[src/rtl/sparc_window_regfile_if.sv]
// Operand/writeback/window-control bundle for the windowed SPARC register file.
// The master side is the pipeline; the slave side is the register file itself.
interface sparc_window_regfile_if #(
  parameter int NWINDOWS = 4
);
  localparam int CW = $clog2(NWINDOWS);

  logic [4:0]          rs1;
  logic [4:0]          rs2;
  logic [4:0]          rd;
  logic                we;
  logic [31:0]         wdata;
  logic                save;
  logic                restore;
  logic                cwp_we;
  logic [CW-1:0]       cwp_in;
  logic [NWINDOWS-1:0] wim;
  logic [31:0]         rdata1;
  logic [31:0]         rdata2;
  logic [CW-1:0]       cwp;
  logic                win_overflow;
  logic                win_underflow;

  modport master (
    output rs1, rs2, rd, we, wdata, save, restore, cwp_we, cwp_in, wim,
    input  rdata1, rdata2, cwp, win_overflow, win_underflow
  );

  modport slave (
    input  rs1, rs2, rd, we, wdata, save, restore, cwp_we, cwp_in, wim,
    output rdata1, rdata2, cwp, win_overflow, win_underflow
  );
endinterface

[src/rtl/sparc_window_regfile.sv]
// SPARC V8 windowed integer register file: 8 globals, NWINDOWS overlapping
// 16-register windows, CWP rotation with WIM overflow/underflow trap pulses.
module sparc_window_regfile #(
  parameter int NWINDOWS = 4
) (
  input  logic                   clk,
  input  logic                   reset_n,
  sparc_window_regfile_if.slave  bus
);
  localparam int CW    = $clog2(NWINDOWS);
  localparam int NPHYS = 8 + 16 * NWINDOWS;
  localparam int PW    = $clog2(NPHYS);

  logic [31:0]   regs_r [NPHYS];
  logic [CW-1:0] cwp_r;
  logic          ovf_r;
  logic          unf_r;

  logic [CW-1:0] cwp_nxt_s;
  logic [CW-1:0] cwp_dec_s;
  logic [CW-1:0] cwp_inc_s;
  logic          ovf_nxt_s;
  logic          unf_nxt_s;
  logic [31:0]   rdata1_s;
  logic [31:0]   rdata2_s;

  // Window offset is taken modulo 16*NWINDOWS by truncating to CW+4 bits,
  // which gives the ins-of-window-(w-1) == outs-of-window-w overlap for free.
  function automatic logic [PW-1:0] phys_addr(input logic [4:0] r, input logic [CW-1:0] c);
    logic [CW+3:0] off;
    off = {c, 4'b0000} + (CW+4)'(r - 5'd8);
    if (r < 5'd8) begin
      phys_addr = PW'(r);
    end else begin
      phys_addr = PW'(5'd8) + PW'(off);
    end
  endfunction

  function automatic logic [31:0] read_port(input logic [4:0] rs, input logic [CW-1:0] c,
                                            input logic w_en, input logic [4:0] w_addr,
                                            input logic [31:0] w_data,
                                            input logic [31:0] stored);
    if (rs == 5'd0) begin
      read_port = 32'd0;
    end else if (w_en && (w_addr == rs)) begin
      read_port = w_data;
    end else begin
      read_port = stored;
    end
  endfunction

  assign cwp_dec_s = cwp_r - CW'(1'b1);
  assign cwp_inc_s = cwp_r + CW'(1'b1);

  // Combinational read ports with same-cycle write-through bypass.
  always_comb begin
    rdata1_s = read_port(bus.rs1, cwp_r, bus.we, bus.rd, bus.wdata,
                         regs_r[phys_addr(bus.rs1, cwp_r)]);
    rdata2_s = read_port(bus.rs2, cwp_r, bus.we, bus.rd, bus.wdata,
                         regs_r[phys_addr(bus.rs2, cwp_r)]);
  end

  // Next CWP and trap selection: direct load beats save, save beats restore.
  always_comb begin
    cwp_nxt_s = cwp_r;
    ovf_nxt_s = 1'b0;
    unf_nxt_s = 1'b0;
    if (bus.cwp_we) begin
      cwp_nxt_s = bus.cwp_in;
    end else if (bus.save) begin
      if (bus.wim[cwp_dec_s]) begin
        ovf_nxt_s = 1'b1;
      end else begin
        cwp_nxt_s = cwp_dec_s;
      end
    end else if (bus.restore) begin
      if (bus.wim[cwp_inc_s]) begin
        unf_nxt_s = 1'b1;
      end else begin
        cwp_nxt_s = cwp_inc_s;
      end
    end else begin
      cwp_nxt_s = cwp_r;
    end
  end

  // Register array; the write address uses the pre-update CWP.
  always_ff @(posedge clk or negedge reset_n) begin
    if (!reset_n) begin
      for (int i = 0; i < NPHYS; i++) begin
        regs_r[i] <= 32'd0;
      end
    end else if (bus.we && (bus.rd != 5'd0)) begin
      regs_r[phys_addr(bus.rd, cwp_r)] <= bus.wdata;
    end
  end

  // CWP and one-cycle trap pulse registers.
  always_ff @(posedge clk or negedge reset_n) begin
    if (!reset_n) begin
      cwp_r <= '0;
      ovf_r <= 1'b0;
      unf_r <= 1'b0;
    end else begin
      cwp_r <= cwp_nxt_s;
      ovf_r <= ovf_nxt_s;
      unf_r <= unf_nxt_s;
    end
  end

  assign bus.rdata1        = rdata1_s;
  assign bus.rdata2        = rdata2_s;
  assign bus.cwp           = cwp_r;
  assign bus.win_overflow  = ovf_r;
  assign bus.win_underflow = unf_r;
endmodule

[src/flat_wrapper.sv]
// flat-port wrapper written by rule: the top's interface ports become plain ports
module sparc_window_regfile_flat 
#(
  parameter int NWINDOWS = 4
)
  (clk, reset_n, bus_rs1, bus_rs2, bus_rd, bus_we, bus_wdata, bus_save, bus_restore, bus_cwp_we, bus_cwp_in, bus_wim, bus_rdata1, bus_rdata2, bus_cwp, bus_win_overflow, bus_win_underflow);
  sparc_window_regfile_if #(.NWINDOWS(NWINDOWS)) bus_i ();
  input  logic clk;
  input  logic reset_n;
  input wire logic [$bits(bus_i.rs1)-1:0] bus_rs1;
  input wire logic [$bits(bus_i.rs2)-1:0] bus_rs2;
  input wire logic [$bits(bus_i.rd)-1:0] bus_rd;
  input wire logic [$bits(bus_i.we)-1:0] bus_we;
  input wire logic [$bits(bus_i.wdata)-1:0] bus_wdata;
  input wire logic [$bits(bus_i.save)-1:0] bus_save;
  input wire logic [$bits(bus_i.restore)-1:0] bus_restore;
  input wire logic [$bits(bus_i.cwp_we)-1:0] bus_cwp_we;
  input wire logic [$bits(bus_i.cwp_in)-1:0] bus_cwp_in;
  input wire logic [$bits(bus_i.wim)-1:0] bus_wim;
  output wire logic [$bits(bus_i.rdata1)-1:0] bus_rdata1;
  output wire logic [$bits(bus_i.rdata2)-1:0] bus_rdata2;
  output wire logic [$bits(bus_i.cwp)-1:0] bus_cwp;
  output wire logic [$bits(bus_i.win_overflow)-1:0] bus_win_overflow;
  output wire logic [$bits(bus_i.win_underflow)-1:0] bus_win_underflow;
  assign bus_i.rs1 = bus_rs1;
  assign bus_i.rs2 = bus_rs2;
  assign bus_i.rd = bus_rd;
  assign bus_i.we = bus_we;
  assign bus_i.wdata = bus_wdata;
  assign bus_i.save = bus_save;
  assign bus_i.restore = bus_restore;
  assign bus_i.cwp_we = bus_cwp_we;
  assign bus_i.cwp_in = bus_cwp_in;
  assign bus_i.wim = bus_wim;
  assign bus_rdata1 = bus_i.rdata1;
  assign bus_rdata2 = bus_i.rdata2;
  assign bus_cwp = bus_i.cwp;
  assign bus_win_overflow = bus_i.win_overflow;
  assign bus_win_underflow = bus_i.win_underflow;
  sparc_window_regfile #(.NWINDOWS(NWINDOWS)) u_core (.clk(clk), .reset_n(reset_n), .bus(bus_i));
endmodule
[config.mk]
export PLATFORM = sky130hd
export DESIGN_NAME = sparc_window_regfile_flat
export DESIGN_NICKNAME = d
export VERILOG_FILES = /design/src/rtl/sparc_window_regfile_if.sv /design/src/rtl/sparc_window_regfile.sv /design/src/flat_wrapper.sv
export SDC_FILE = /design/constraint.sdc
export NUM_CORES = 2
export LEC_CHECK = 0
export BUFFER_PORTS_ARGS = -buffer_cell sky130_fd_sc_hd__clkbuf_2
export CAP_MARGIN = 20
export CORE_ASPECT_RATIO = 1.5
export CORE_MARGIN = 4
export CORE_UTILIZATION = 45
export CTS_CLUSTER_SIZE = 30
export DETAILED_ROUTE_END_ITERATION = 12
export PLACE_DENSITY_LB_ADDON = 0.3
export SYNTH_ARGS = -nofsm -noshare
export SYNTH_HDL_FRONTEND = slang
export SYNTH_SLANG_ARGS = --single-unit
[constraint.sdc]
create_clock -name clk -period 5.4 [get_ports clk]
set_input_delay 0 -clock clk [delete_from_list [all_inputs] [get_ports clk]]
set_output_delay 0 -clock clk [all_outputs]
set_load 0.01 [all_outputs]
After elaboration in Yosys (flattened, before gate mapping) --
Cells that the tools add are included.
Word-level totals: bits in registers 2308, bits in latches 0, RAM bits 0, bits in read-only memories 0, output and inout bits 68, logic and storage cells 144, memories kept 0
Operators by class: add/sub/neg operators 11, multipliers 0, divide/modulo/power cells 0, $lt $le $gt $ge 9, equal/unequal tests 4, shift-type cells 0, muxes and demuxes 33, bitwise operators 3, reductions and logical operators 9
Operator list (number):
- $bwmux W2304 | 1
- $bmux W32 S7 | 2
- $mux W32 | 9
- $demux W32 S7 | 1
- $mux W7 | 4
- $ge A8 B8 Y1 const B | 3
- $not A7 Y8 | 3
- $add A4 B6 Y7 const A | 3
- $add A6 B6 Y6 | 3
- $sub A5 B4 Y6 const B | 3
- $lt A5 B4 Y1 const B | 3
- $eq A5 B5 Y1 | 2
- $logic_not A5 Y1 | 2
- $mux W2 | 5
- $mux W1 | 9
- $lt A8 B1 Y1 const B | 1
- $lt A2 B3 Y1 const B | 2
- $ne A3 B3 Y1 const B | 2
- $reduce_bool A5 Y1 | 1
- $bmux W1 S2 | 2
- $logic_and A1 B1 Y1 | 4
- $reduce_and A3 Y1 | 1
- $reduce_bool A3 Y1 | 1
- $add A2 B1 Y2 const B | 1
- $sub A2 B1 Y2 const B | 1

Depth between registers and ports, before layout --
word-level depth 11, gate-level depth with buffers 14, gate-level depth less buffers 10

Least setup slack after synthesis --
OpenSTA, ideal clock, no wires.
path type flip-flop to output port, from register u_core.cwp_r[0], in the netlist u_core.bus.cwp[0], to output bus_rdata1[25], arrival 3.169 ns, slack 2.231 ns, stages on the path, launching flop included 13, path buffers 3, path through dfrtp_1 clkbuf_1 inv_1 ha_1 inv_1 ha_1 buf_1 nor2b_1 nor2_1 nand3_1 clkbuf_1 o22ai_1 o41ai_1
Between the ends: cells in the longest elaborated chain, start to end 9
RTL lines:
- start, declared | line sparc_window_regfile.sv:15 | logic [CW-1:0] cwp_r;
- start signal, assigned | line sparc_window_regfile.sv:105 | cwp_r <= cwp_nxt_s;
- $add A6 B6 Y6 | line sparc_window_regfile.sv:31 | off = {c, 4'b0000} + (CW+4)'(r - 5'd8);
- $add A4 B6 Y7 | line sparc_window_regfile.sv:35 | phys_addr = PW'(5'd8) + PW'(off);
- $mux W7 | line sparc_window_regfile.sv:32 | if (r < 5'd8) begin
- $not A7 Y8 (not written as such) | line sparc_window_regfile.sv:58 | regs_r[phys_addr(bus.rs1, cwp_r)]);
- $bmux W32 S7 | line sparc_window_regfile.sv:58
- $mux W32 (not written as such) (2 in series) | line sparc_window_regfile.sv:58
- $mux W32 | line sparc_window_regfile.sv:45 | end else if (w_en && (w_addr == rs)) begin
- $mux W32 | line sparc_window_regfile.sv:43 | if (rs == 5'd0) begin
- end, declared | line flat_wrapper.sv:20 | output wire logic [$bits(bus_i.rdata1)-1:0] bus_rdata1;
No other way between the ends. The select of a mux whose other input is x is not followed.

Worst setup path in the final report --
from register u_core.cwp_r[0], in the netlist u_core.bus.cwp[0], to output bus_rdata1[23]
The elaborated chain is that of the path after synthesis.

==> impl_summary.md <==
Outcome
The flow ran to the end, and the final reports show no timing, DRC or antenna violations.

Job
The tool flagged a number of max-cap violations equal to 0.

Global routing
The number of global-route vias before repair is 84900. The first global-routing pass estimated 665000 um of wire. For this run, the total global-route usage over all layers was measured as 33.0%. Summed over all layers, the global routing overflow is 0. The initial antenna violation count came to 49. The largest net degree at the start of global routing is 195.

Timing
The number of setup violations in the final report is 0. The clock period minus worst slack is 5.39 ns. Between clock sinks in the finished design, the worst skew comes to 0.0411 ns.

The maximum clock frequency is 0.186 GHz. The number of slew-limit violations in the final report came to 0. For the pin with the worst max-slew slack, the measured transition is 1.30 ns. The portion of the clock cycle consumed by the worst path in the final layout is 99.8%. Adding up every negative setup slack in the final design gives 0 ns.

The count of endpoints failing hold in the final timing report came to 0. Setup repair after global routing left no endpoint under its margin. In this run the tightest slew margin relative to its limit is 11.1%.

Synthesis
The Yosys step of the flow raised 0 warnings. Of the synthesized area, sequential elements account for 46.5%. After synthesis the netlist holds a flip-flop and latch count of 2308.

Among all flip-flop cells after synthesis, the most frequent one is sky130_fd_sc_hd__dfrtp_1. The synthesized area per cell is 15.3 um2. The mapped netlist covers 124000 um2.

Synthesis handed over a netlist of 8140 instances. Summed over its instances, the top area cell type makes up 46.5% of the synthesized netlist area. Of all cell types, the one taking the most synthesized area is sky130_fd_sc_hd__dfrtp_1. The post-synthesis net count is 8208.

The count of flip-flops with a built-in enable after synthesis is 0. The number of distinct standard cells referenced by the synthesized netlist is 76. In the post-synthesis netlist, the biggest area contributors are sky130_fd_sc_hd__dfrtp_1 47%, sky130_fd_sc_hd__mux4_2 21%, sky130_fd_sc_hd__mux2_2 21%. The async set-or-reset flop fraction in the synthesized netlist is 100%.

Worst setup path
On the worst path, the slowest cell contributes a delay of 0.61 ns. The signal arrival time at the worst endpoint is 5.39 ns. STA classifies the critical path endpoint as a primary output. The kind of start point of the critical path is a flip-flop. The highest fanout seen on the critical path is 14.

STA puts the critical path data required time at 5.40 ns. The setup path with the least slack is of type flip-flop to primary output. The number of cells on the worst reg-to-reg path is 12. The signal on the critical path passes through clkinvlp_4, buf_4, ha_1, inv_1, ha_2, or3_2, buf_4, o221ai_1, o21ai_1, o2111ai_1, o21ai_0, buf_4, clkbuf_2. On the critical path, the stage with the largest delay is an instance of sky130_fd_sc_hd__ha_2. In this run the worst setup path terminates at bus_rdata1[23]. The worst register-to-register path ends at u_core.regs_r[1845]$_DFFE_PN0P_. In this design, the critical path's most frequently occurring cell is sky130_fd_sc_hd__buf_4. In this run the critical register-to-register path is launched from u_core.bus.cwp[0]$_DFFE_PN0P_. The first element of the critical path is u_core.bus.cwp[0]$_DFFE_PN0P_. The setup slack of the most critical reg-to-reg path is 1.03 ns.

Placed design
The post-detailed-placement half-perimeter wirelength is 309000 um. Summing all placed instances gives a cell area of 129000 um2. The global placer's final weighted congestion is 0.999. Buffers placed on the I/O ports in this run total 126.

Routing
The via count is 83200. The first-pass detailed-route iteration total is 6. The residual antenna-violating net count after detailed routing is 0. The starting DRC count in detailed routing is 10400. The post-detailed-route wirelength per cell is 39.8 um. The mean number of vias per cell is 6.98. In the routed design, unresolved DRC markers number 0. The post-detailed-routing wire length is 474000 um.

Finish
The library cell used most frequently in the layout, excluding fill and tap cells, is sky130_fd_sc_hd__dfrtp_1. In the final layout, the share of cells above drive strength 1 is 54.8%. The area growth from synthesis to final layout is 11.0%. The finished cells cover 138000 um2.

The post-layout net count is 8095. Leaving out fill and tap cells, the most frequent cells in the layout are 2307 x sky130_fd_sc_hd__dfrtp_1, 2296 x sky130_fd_sc_hd__mux2_2, 1183 x sky130_fd_sc_hd__mux4_2.

Power and ir drop
The leakage power is 62.1 nW. The net switching power is 22.8 mW. The cell internal power dissipation is 41.9 mW. The switching part of the total is 35.2%. The proportion of power drawn by flip-flops and latches is 39.5%. The share of total power in combinational logic is 34.9%.

The worst vdd rail ir drop is 0.476 mV. The power density over the cells is 469 nW/um2. In this run, the clock network consumes 25.6% of the power.

Clock network
In this run the number of H-tree levels came out at 4. The TritonCTS clock tree is yes. The buffer type at the clock tree root is sky130_fd_sc_hd__clkbuf_16. The clock latency on the worst-skew pair is 0.93 ns.

The number of clock buffers added by TritonCTS is 227. In this run the deepest clock path goes through 4 buffers. The clock-pin slew of the registers on the worst-case setup and hold paths is 0.07 ns. CTS saw 2308 sinks.

Floorplanning
The row count is 235. The vertical die dimension is 651 um. The initial standard-cell utilization of the core is 45.4%. During I/O placement, the number of pins put on the boundary was 127. The die outline width is 437 um. The area of the die is 285000 um2.

The floorplan step defined a core boundary enclosing 274000 um2.

Hold path
The kind of path behind the tightest hold check is input port to flip-flop. Counting instances, the worst hold path has a depth of 3.
## power by group through the flow
| stage | logic (mW) | registers [mW] | clock network [mW] |
|---|---|---|---|
| after floorplan | 12.8 | 24.4 | 0 |
| after global placement | 21.2 | 25.1 | 0 |
| after detailed placement | 21.5 | 25.6 | 0 |
| after CTS | 21.7 | 25.3 | 16.7 |
| after global routing | 23.1 | 26.0 | 17.4 |
| final | 22.6 | 25.5 | 16.6 |
## layout make-up
class / count / area [um2]
clock inverter: 65 / 835
fill: 22800 / 136000
antenna: 38 / 95.1
multi-input combinational: 4901 / 62700
sequential: 2308 / 57800
inverter: 14 / 62.6
timing repair buffer: 575 / 5120
clock buffer: 338 / 6680
tap: 3673 / 4600
## synth_stat cells, types with 47 or more instances
master                     number
sky130_fd_sc_hd__clkbuf_1     407
sky130_fd_sc_hd__dfrtp_1     2308
sky130_fd_sc_hd__buf_4         91
sky130_fd_sc_hd__nor2_1        71
sky130_fd_sc_hd__mux2_2      2296
sky130_fd_sc_hd__o22ai_1      117
sky130_fd_sc_hd__mux2i_1      226
sky130_fd_sc_hd__buf_1         92
sky130_fd_sc_hd__a21oi_1       92
sky130_fd_sc_hd__mux4_2      1183
sky130_fd_sc_hd__nand3_1       47
sky130_fd_sc_hd__a211oi_1      62
sky130_fd_sc_hd__o21ai_0       73
sky130_fd_sc_hd__nor2b_1       64
sky130_fd_sc_hd__nand2_1      243
sky130_fd_sc_hd__buf_2        316
sky130_fd_sc_hd__a22oi_1       97
## worst min-delay path by stage
stage	from	end	slack (ns)
2_1_floorplan	reset_n	u_core.bus.cwp[0]$_DFFE_PN0P_	-0.30
3_3_place_gp	reset_n	u_core.regs_r[11]$_DFFE_PN0P_	0.04
3_5_place_dp	reset_n	u_core.regs_r[11]$_DFFE_PN0P_	0.05
4_1_cts	bus_rd[1]	u_core.regs_r[1657]$_DFFE_PN0P_	0.01
5_1_grt	bus_wdata[5]	u_core.regs_r[1637]$_DFFE_PN0P_	0.05
6_report	bus_wdata[5]	u_core.regs_r[1637]$_DFFE_PN0P_	0.04
## state kept, by name, indices dropped and copies added (netlist names)
| name | count |
|---|---|
| u_core.bus.cwp | 2 |
| u_core.bus.win_overflow | 1 |
| u_core.regs_r | 2304 |
| u_core.bus.win_underflow | 1 |
## stage by stage
stage / utilization [%] / std cells / hold WS [ns] / total power [mW] / worst slack, ns
2_1_floorplan: - / 8140 / -0.296 / 37.1 / 2.23
3_3_place_gp: 47.3 / 11400 / 0.0418 / 46.3 / 0.409
3_5_place_dp: 47.3 / 11400 / 0.0504 / 47.2 / 0.483
4_1_cts: 50.2 / 11900 / 0.0122 / 63.8 / 0.000813
5_1_grt: 50.3 / 11900 / 0.0513 / 66.4 / 0.0728
6_report: 50.3 / 11900 / 0.0368 / 64.7 / 0.0121
## cell families (layout without fill, tap and decap cells)
kind of cell	count (synthesis)	in the layout	synth area share (%)
adders and majority gates	9	9	0.0907
other	0	38	0
AOI/OAI and AO/OA	605	605	3.32
buffers and inverters	931	992	3.48
and+or+nand+nor	539	539	2.09
xor gates and xnor gates	19	19	0.174
DFF	2308	2308	46.5
muxes	3729	3729	44.3
## worst max-delay path: cells and delay by family (launching register included)
| family | cells | cell delay, ns |
|---|---|---|
| AOI/OAI and AO/OA | 4 | 1.28 |
| adders and majority gates | 2 | 0.90 |
| buffers and inverters | 6 | 1.23 |
| DFF | 1 | 0.50 |
| and+or+nand+nor | 1 | 0.53 |
## per-layer routing
metal,wire length (um),global-route usage (%),vias up
met2,214000,49.6,5260
li1,-,-,31400
met4,45700,25.7,34
met3,51400,11.2,1791
met1,162000,38.8,44700
met5,322,0.560,-
## timing repair
action	in CTS	in global routing
pin swaps	0	1
setup buffers	0	3
cloned	0	0
hold buffers	49	0
gates resized for setup	13	33
endpoints found under the setup margin	10	32
endpoints found under the hold margin	2228	0
Power figures use the tool's default switching activity.
